File: src/rtl/mem_arb_pkg.sv
// -----------------------------------------------------------------------------
// mem_arb_pkg
// Shared types for the unified-memory port arbiter.
//   arb_state_t  : arbiter FSM states (IDLE, BUSY_I, BUSY_D)
//   owner_t      : which pipeline port owns the selected/outstanding access
//   STARVE_CNT_W : width of the fetch anti-starvation counter
// -----------------------------------------------------------------------------
package mem_arb_pkg;

  typedef enum logic [1:0] {
    IDLE   = 2'd0,
    BUSY_I = 2'd1,
    BUSY_D = 2'd2
  } arb_state_t;

  typedef enum logic {
    OWN_I = 1'b0,
    OWN_D = 1'b1
  } owner_t;

  localparam int STARVE_CNT_W = 4;

endpackage

File: src/rtl/arb_starve_ctr.sv
// -----------------------------------------------------------------------------
// arb_starve_ctr
// Saturating counter of data grants issued while fetch was waiting.
// Only instantiated when ARB_STARVE_GUARD_EN is defined.
// Ports:
//   clk      in   clock, rising edge
//   rst      in   asynchronous active-low reset (count -> 0)
//   i_inc    in   count one more D grant taken while I waited
//   i_clr    in   fetch was served or stopped asking; restart count
//   o_at_max out  count has reached MAX_VAL; fetch must win next arbitration
// -----------------------------------------------------------------------------
module arb_starve_ctr
  import mem_arb_pkg::*;
#(
  parameter int MAX_VAL = 4
) (
  input  logic clk,
  input  logic rst,
  input  logic i_inc,
  input  logic i_clr,
  output logic o_at_max
);

  localparam logic [STARVE_CNT_W-1:0] CNT_MAX = STARVE_CNT_W'(MAX_VAL);

  logic [STARVE_CNT_W-1:0] r_cnt;

  always_ff @(posedge clk or negedge rst) begin
    if (!rst) begin
      r_cnt <= '0;
    end else if (i_clr) begin
      r_cnt <= '0;
    end else if (i_inc && (r_cnt != '1)) begin
      r_cnt <= r_cnt + 1'b1;
    end
  end

  // '>=' keeps fetch forced even if the count ever ran past the limit.
  assign o_at_max = (r_cnt >= CNT_MAX);

endmodule

File: src/rtl/mem_port_arbiter.sv
// -----------------------------------------------------------------------------
// mem_port_arbiter
// Shares one single-ported unified memory between the fetch (I) and memory
// (D) pipeline stages. One transaction outstanding at a time; data has
// priority. Defining ARB_STARVE_GUARD_EN adds a fetch anti-starvation guard
// that forces an I grant after STARVE_MAX consecutive D grants while I waits.
// Ports:
//   clk, rst                  clock / asynchronous active-low reset
//   i_req,i_addr              fetch request        -> i_gnt, i_rvalid, i_rdata
//   d_req,d_we,d_addr,d_wdata data request         -> d_gnt, d_rvalid, d_rdata
//   m_req,m_we,m_addr,m_wdata memory request       <- m_gnt, m_rvalid, m_rdata
//   stall_if, stall_mem       stall requests to hazard logic
//   err_spurious              sticky: m_rvalid seen with nothing outstanding
// -----------------------------------------------------------------------------
module mem_port_arbiter
  import mem_arb_pkg::*;
#(
  parameter int ADDR_W     = 32,
  parameter int DATA_W     = 32,
  parameter int STARVE_MAX = 4
) (
  input  logic              clk,
  input  logic              rst,
  input  logic              i_req,
  input  logic [ADDR_W-1:0] i_addr,
  output logic              i_gnt,
  output logic              i_rvalid,
  output logic [DATA_W-1:0] i_rdata,
  input  logic              d_req,
  input  logic              d_we,
  input  logic [ADDR_W-1:0] d_addr,
  input  logic [DATA_W-1:0] d_wdata,
  output logic              d_gnt,
  output logic              d_rvalid,
  output logic [DATA_W-1:0] d_rdata,
  output logic              m_req,
  output logic              m_we,
  output logic [ADDR_W-1:0] m_addr,
  output logic [DATA_W-1:0] m_wdata,
  input  logic              m_gnt,
  input  logic              m_rvalid,
  input  logic [DATA_W-1:0] m_rdata,
  output logic              stall_if,
  output logic              stall_mem,
  output logic              err_spurious
);

  arb_state_t r_state;
  logic       r_err_spurious;

  logic   w_idle;
  logic   w_force_i;
  logic   w_sel_i;
  logic   w_sel_d;
  logic   w_m_req;
  logic   w_fire;
  owner_t w_owner;

  assign w_idle = (r_state == IDLE);

`ifdef ARB_STARVE_GUARD_EN
  logic w_cnt_inc;
  logic w_cnt_clr;

  assign w_cnt_inc = d_gnt & i_req;
  assign w_cnt_clr = i_gnt | (w_idle & ~i_req);

  arb_starve_ctr #(
    .MAX_VAL (STARVE_MAX)
  ) u_starve_ctr (
    .clk      (clk),
    .rst      (rst),
    .i_inc    (w_cnt_inc),
    .i_clr    (w_cnt_clr),
    .o_at_max (w_force_i)
  );
`else
  // Strict data priority: STARVE_MAX has no effect in this build.
  logic w_unused_starve_max;
  assign w_unused_starve_max = |STARVE_MAX;
  assign w_force_i           = 1'b0;
`endif

  // Arbitration: D wins unless the guard forces fetch through.
  assign w_sel_i = i_req & (~d_req | w_force_i);
  assign w_sel_d = d_req & ~w_sel_i;
  assign w_owner = w_sel_d ? OWN_D : OWN_I;

  // Issue is combinational and only from IDLE; reset silences it.
  assign w_m_req = rst & w_idle & (i_req | d_req);
  assign w_fire  = w_m_req & m_gnt;

  assign m_req   = w_m_req;
  assign m_we    = w_m_req & w_sel_d & d_we;
  assign m_addr  = w_sel_d ? d_addr : i_addr;
  assign m_wdata = w_sel_d ? d_wdata : '0;

  assign i_gnt = w_fire & (w_owner == OWN_I);
  assign d_gnt = w_fire & (w_owner == OWN_D);

  // Responses go straight through to the owner only; m_rvalid in IDLE is dropped.
  assign i_rvalid = rst & (r_state == BUSY_I) & m_rvalid;
  assign d_rvalid = rst & (r_state == BUSY_D) & m_rvalid;
  assign i_rdata  = i_rvalid ? m_rdata : '0;
  assign d_rdata  = d_rvalid ? m_rdata : '0;

  assign stall_if  = rst & i_req & ~i_gnt;
  assign stall_mem = rst & ((d_req & ~d_gnt) | ((r_state == BUSY_D) & ~m_rvalid));

  assign err_spurious = r_err_spurious;

  always_ff @(posedge clk or negedge rst) begin
    if (!rst) begin
      r_state        <= IDLE;
      r_err_spurious <= 1'b0;
    end else begin
      case (r_state)
        IDLE: begin
          if (m_rvalid) begin
            r_err_spurious <= 1'b1;
          end
          if (w_fire) begin
            r_state <= (w_owner == OWN_D) ? BUSY_D : BUSY_I;
          end
        end
        BUSY_I, BUSY_D: begin
          // Returning to IDLE here gives the single turnaround cycle.
          if (m_rvalid) begin
            r_state <= IDLE;
          end
        end
        default: r_state <= IDLE;
      endcase
    end
  end

endmodule

File: config.mk
export PLATFORM = sky130hd
export DESIGN_NAME = mem_port_arbiter
export DESIGN_NICKNAME = d
export VERILOG_FILES = /design/src/rtl/mem_arb_pkg.sv /design/src/rtl/arb_starve_ctr.sv /design/src/rtl/mem_port_arbiter.sv
export SDC_FILE = /design/constraint.sdc
export NUM_CORES = 1
export LEC_CHECK = 0
export BUFFER_PORTS_ARGS = -buffer_cell sky130_fd_sc_hd__buf_2
export CAP_MARGIN = 25
export CORE_AREA = 3 3 103 105
export CTS_BUF_LIST = sky130_fd_sc_hd__clkbuf_4 sky130_fd_sc_hd__clkbuf_8 sky130_fd_sc_hd__clkbuf_16
export CTS_CLUSTER_SIZE = 24
export DETAILED_ROUTE_END_ITERATION = 6
export DIE_AREA = 0 0 106 108
export PLACE_DENSITY = 0.45
export SLEW_MARGIN = 20
export SYNTH_ARGS = -nofsm -noshare
export SYNTH_HDL_FRONTEND = slang
export SYNTH_SLANG_ARGS = --single-unit
File: constraint.sdc
create_clock -name clk -period 3.15 [get_ports clk]
set_clock_uncertainty 0.1 [all_clocks]
set_input_delay 0.63 -clock clk [delete_from_list [all_inputs] [get_ports clk]]
set_output_delay 0.63 -clock clk [all_outputs]
set_load 0.02 [all_outputs]
==> results.cfg <==
[die]
core_area_sq_um = 9730
ioPinCount = 272
dieArea_sq_um = 11400
num_rows = 36
dieHeight_um = 108
fp.dieW_um = 106
start_util = 0.132

[clocking]
cts_tree = done
cts_root_buf = clkbuf_8
cts.htree.levels = 1
clk_path_buf_depth = 2
cts_resized = 0
clk_pin_slew_ns = 0.03
cts_setup_buffers = 0
clk-insertion-delay-late_ns = 0.21
cts.sinks = 3
postCtsHoldBufs = 0
numCtsBuffers = 3

[routing]
drt_iter0_drc = 104
drc = 0
viasPerCell = 3.81
ant_nets = 0
firstDrtPassIters = 4
dr_total_vias = 2174
wl_per_cell_um = 12.0
wirelength_um = 6830

[setup_path]
r2r-end = r_state[0]$_DFFE_PN0P_
worstPathRequired_ns = 2.42
crit_fanout = 33
worst-setup-path-type = reg -> out
startpoint_type = flop
reg2reg_depth = 5
critPathCaptureType = output port
rrSetupSlack_ns = 1.50
timing.rr.start = r_state[0]$_DFFE_PN0P_
cp.arrival_ns = 1.64

[timing]
slew_headroom = 0.804
finalSetupViolCount = 0
hold_viol = 0
fmax_mhz = 422
period_needed_ns = 2.37
rsz0062_at_grt = no
finalCritPeriodShare = 0.752
worstMarginPinSlew_ns = 0.293
drv_slew = 0
final.setup.tns_ns = 0
setup_ws_ns = 0.780

[layout]
final_core_util = 0.291
fill_cells = 1072
syn_to_final_growth_pct = 120
antenna_cells = 0
final_cell_area_sq_um = 2830
layout.nets = 577
drive_gt1_frac = 0.710

[yosys]
synth_area_sq_um = 1290
yosys_warnings = 0
ys_types = 18
synthFlopType = dfrtp_1
syn_nets = 312
syn_inst = 174
synth_area_leader_cell = and2_1
yosys.area.top_type_share = 0.466
synthMostInstantiatedCell = and2_1
synth_area_leaders = and2_1 (47%), mux2_2 (28%), dfrtp_1 (5.8%), ha_1 (2.9%), buf_2 (2.7%)
yosys-top-cells-count = and2_1 (96), mux2_2 (32), buf_2 (7), nand2_1 (5)
synth_edf_count = 0
synth_seq_area_share = 0.0583
synthArstFlopShare = 1.00
syn-mean-instance-area_sq_um = 7.41
synth-seq-cells = 3

[run]
cap_viol_max_count = 0

[placed_design]
post-dp-hpwl_um = 6050
post_dp_cell_area_sq_um = 2780
dpl_worst_slack_ns = 0.788
globalplace.congestion = 0.700
portBuffers = 271

[grt]
grt_pass1_vias = 2026
grt_use_met2 = 0.209
overflow = 0
grt.met1_usage = 0.101
grt-busiest-layer = met2
grt_use_met3 = 0.0412
grt.total_usage = 0.105
grt_pass1_wl_um = 9780
antenna_found_initial = 0
grt_max_degree = 72

[power_and_ir_drop]
leakagePower_uw = 0.00179
totalPowerFinal_uw = 764
peakVddDrop_mv = 0.129
power_density_nw_per_um2 = 270

[run_status]
status = complete, no violations

[worst_hold_path]
hold_class = in -> async
## worst max-delay path: stages, from the launching register on
cell     delay, ns
dfrtp_1       0.40
inv_1         0.10
ha_1          0.16
and3_1        0.15
buf_4         0.26
and2_1        0.18
buf_2         0.16
## flip-flops by register name, summed over array words and instances, names as in the netlist
signal and flops:
err_spurious 1, r_state 2
## placed cells by master (no fill, tap or decap), types with 3 or more instances in the layout
master    instances
and2_1           96
mux2_2           32
ha_1              3
nand2_1           5
buf_2           271
clkbuf_8          3
nand3_1           4
nor2_1            3
dfrtp_1           3
nor2b_1           3
## per-stage QoR
step | hold slack [ns] | cells
final | 0.156 | 571
after global routing | 0.153 | 571
after floorplan | 0.234 | 174
after global placement | 0.345 | 567
after CTS | 0.155 | 571
after detailed placement | 0.345 | 567
## per-layer routing
layer  up-vias  share of wire  routed length [um]
met2       158           0.53                3610
met5         -              0                   0
met4         0         0.0092                  63
met3         2           0.13                 905
li1       1086              -                   -
met1       928           0.33                2250
## worst max-delay path by stage
stage                                      start          end  slack (ns)  cells past startpoint
final                     r_state[0]$_DFFE_PN0P_  d_rdata[20]        0.78                      6
after global routing      r_state[0]$_DFFE_PN0P_   d_rdata[9]        0.66                      6
after CTS                 r_state[0]$_DFFE_PN0P_  d_rdata[22]        0.77                      6
after detailed placement                     rst  d_rdata[22]        0.79                      5
after global placement                       rst  d_rdata[22]        0.80                      5
after floorplan                            d_req  m_wdata[10]        0.99                      4
## cell type report
class / instances / area, sq um / area share
clock buffer: 4 / 48.8 / 0.0172
multi-input combinational: 155 / 1140 / 0.403
inverter: 2 / 7.51 / 0.00265
tap: 133 / 166 / 0.0588
timing repair buffer: 274 / 1390 / 0.492
sequential: 3 / 75.1 / 0.0265
## power breakdown
group          internal, uW  leakage, uW  switching, uW
combinational           245      0.00172            336
clock                  94.9    0.0000262           25.5
sequential             50.1    0.0000351           12.5
total                   390      0.00179            374
## cell families (layout without fill, tap and decap cells)
family	after synthesis	in the layout	synth area share
and+or+nand+nor	115	115	0.539
muxes	32	32	0.280
buffers and inverters	16	280	0.0573
AOI/OAI and AO/OA	5	5	0.0369
adders and majority gates	3	3	0.0291
DFF	3	3	0.0583
Power figures use the tool's default switching activity.
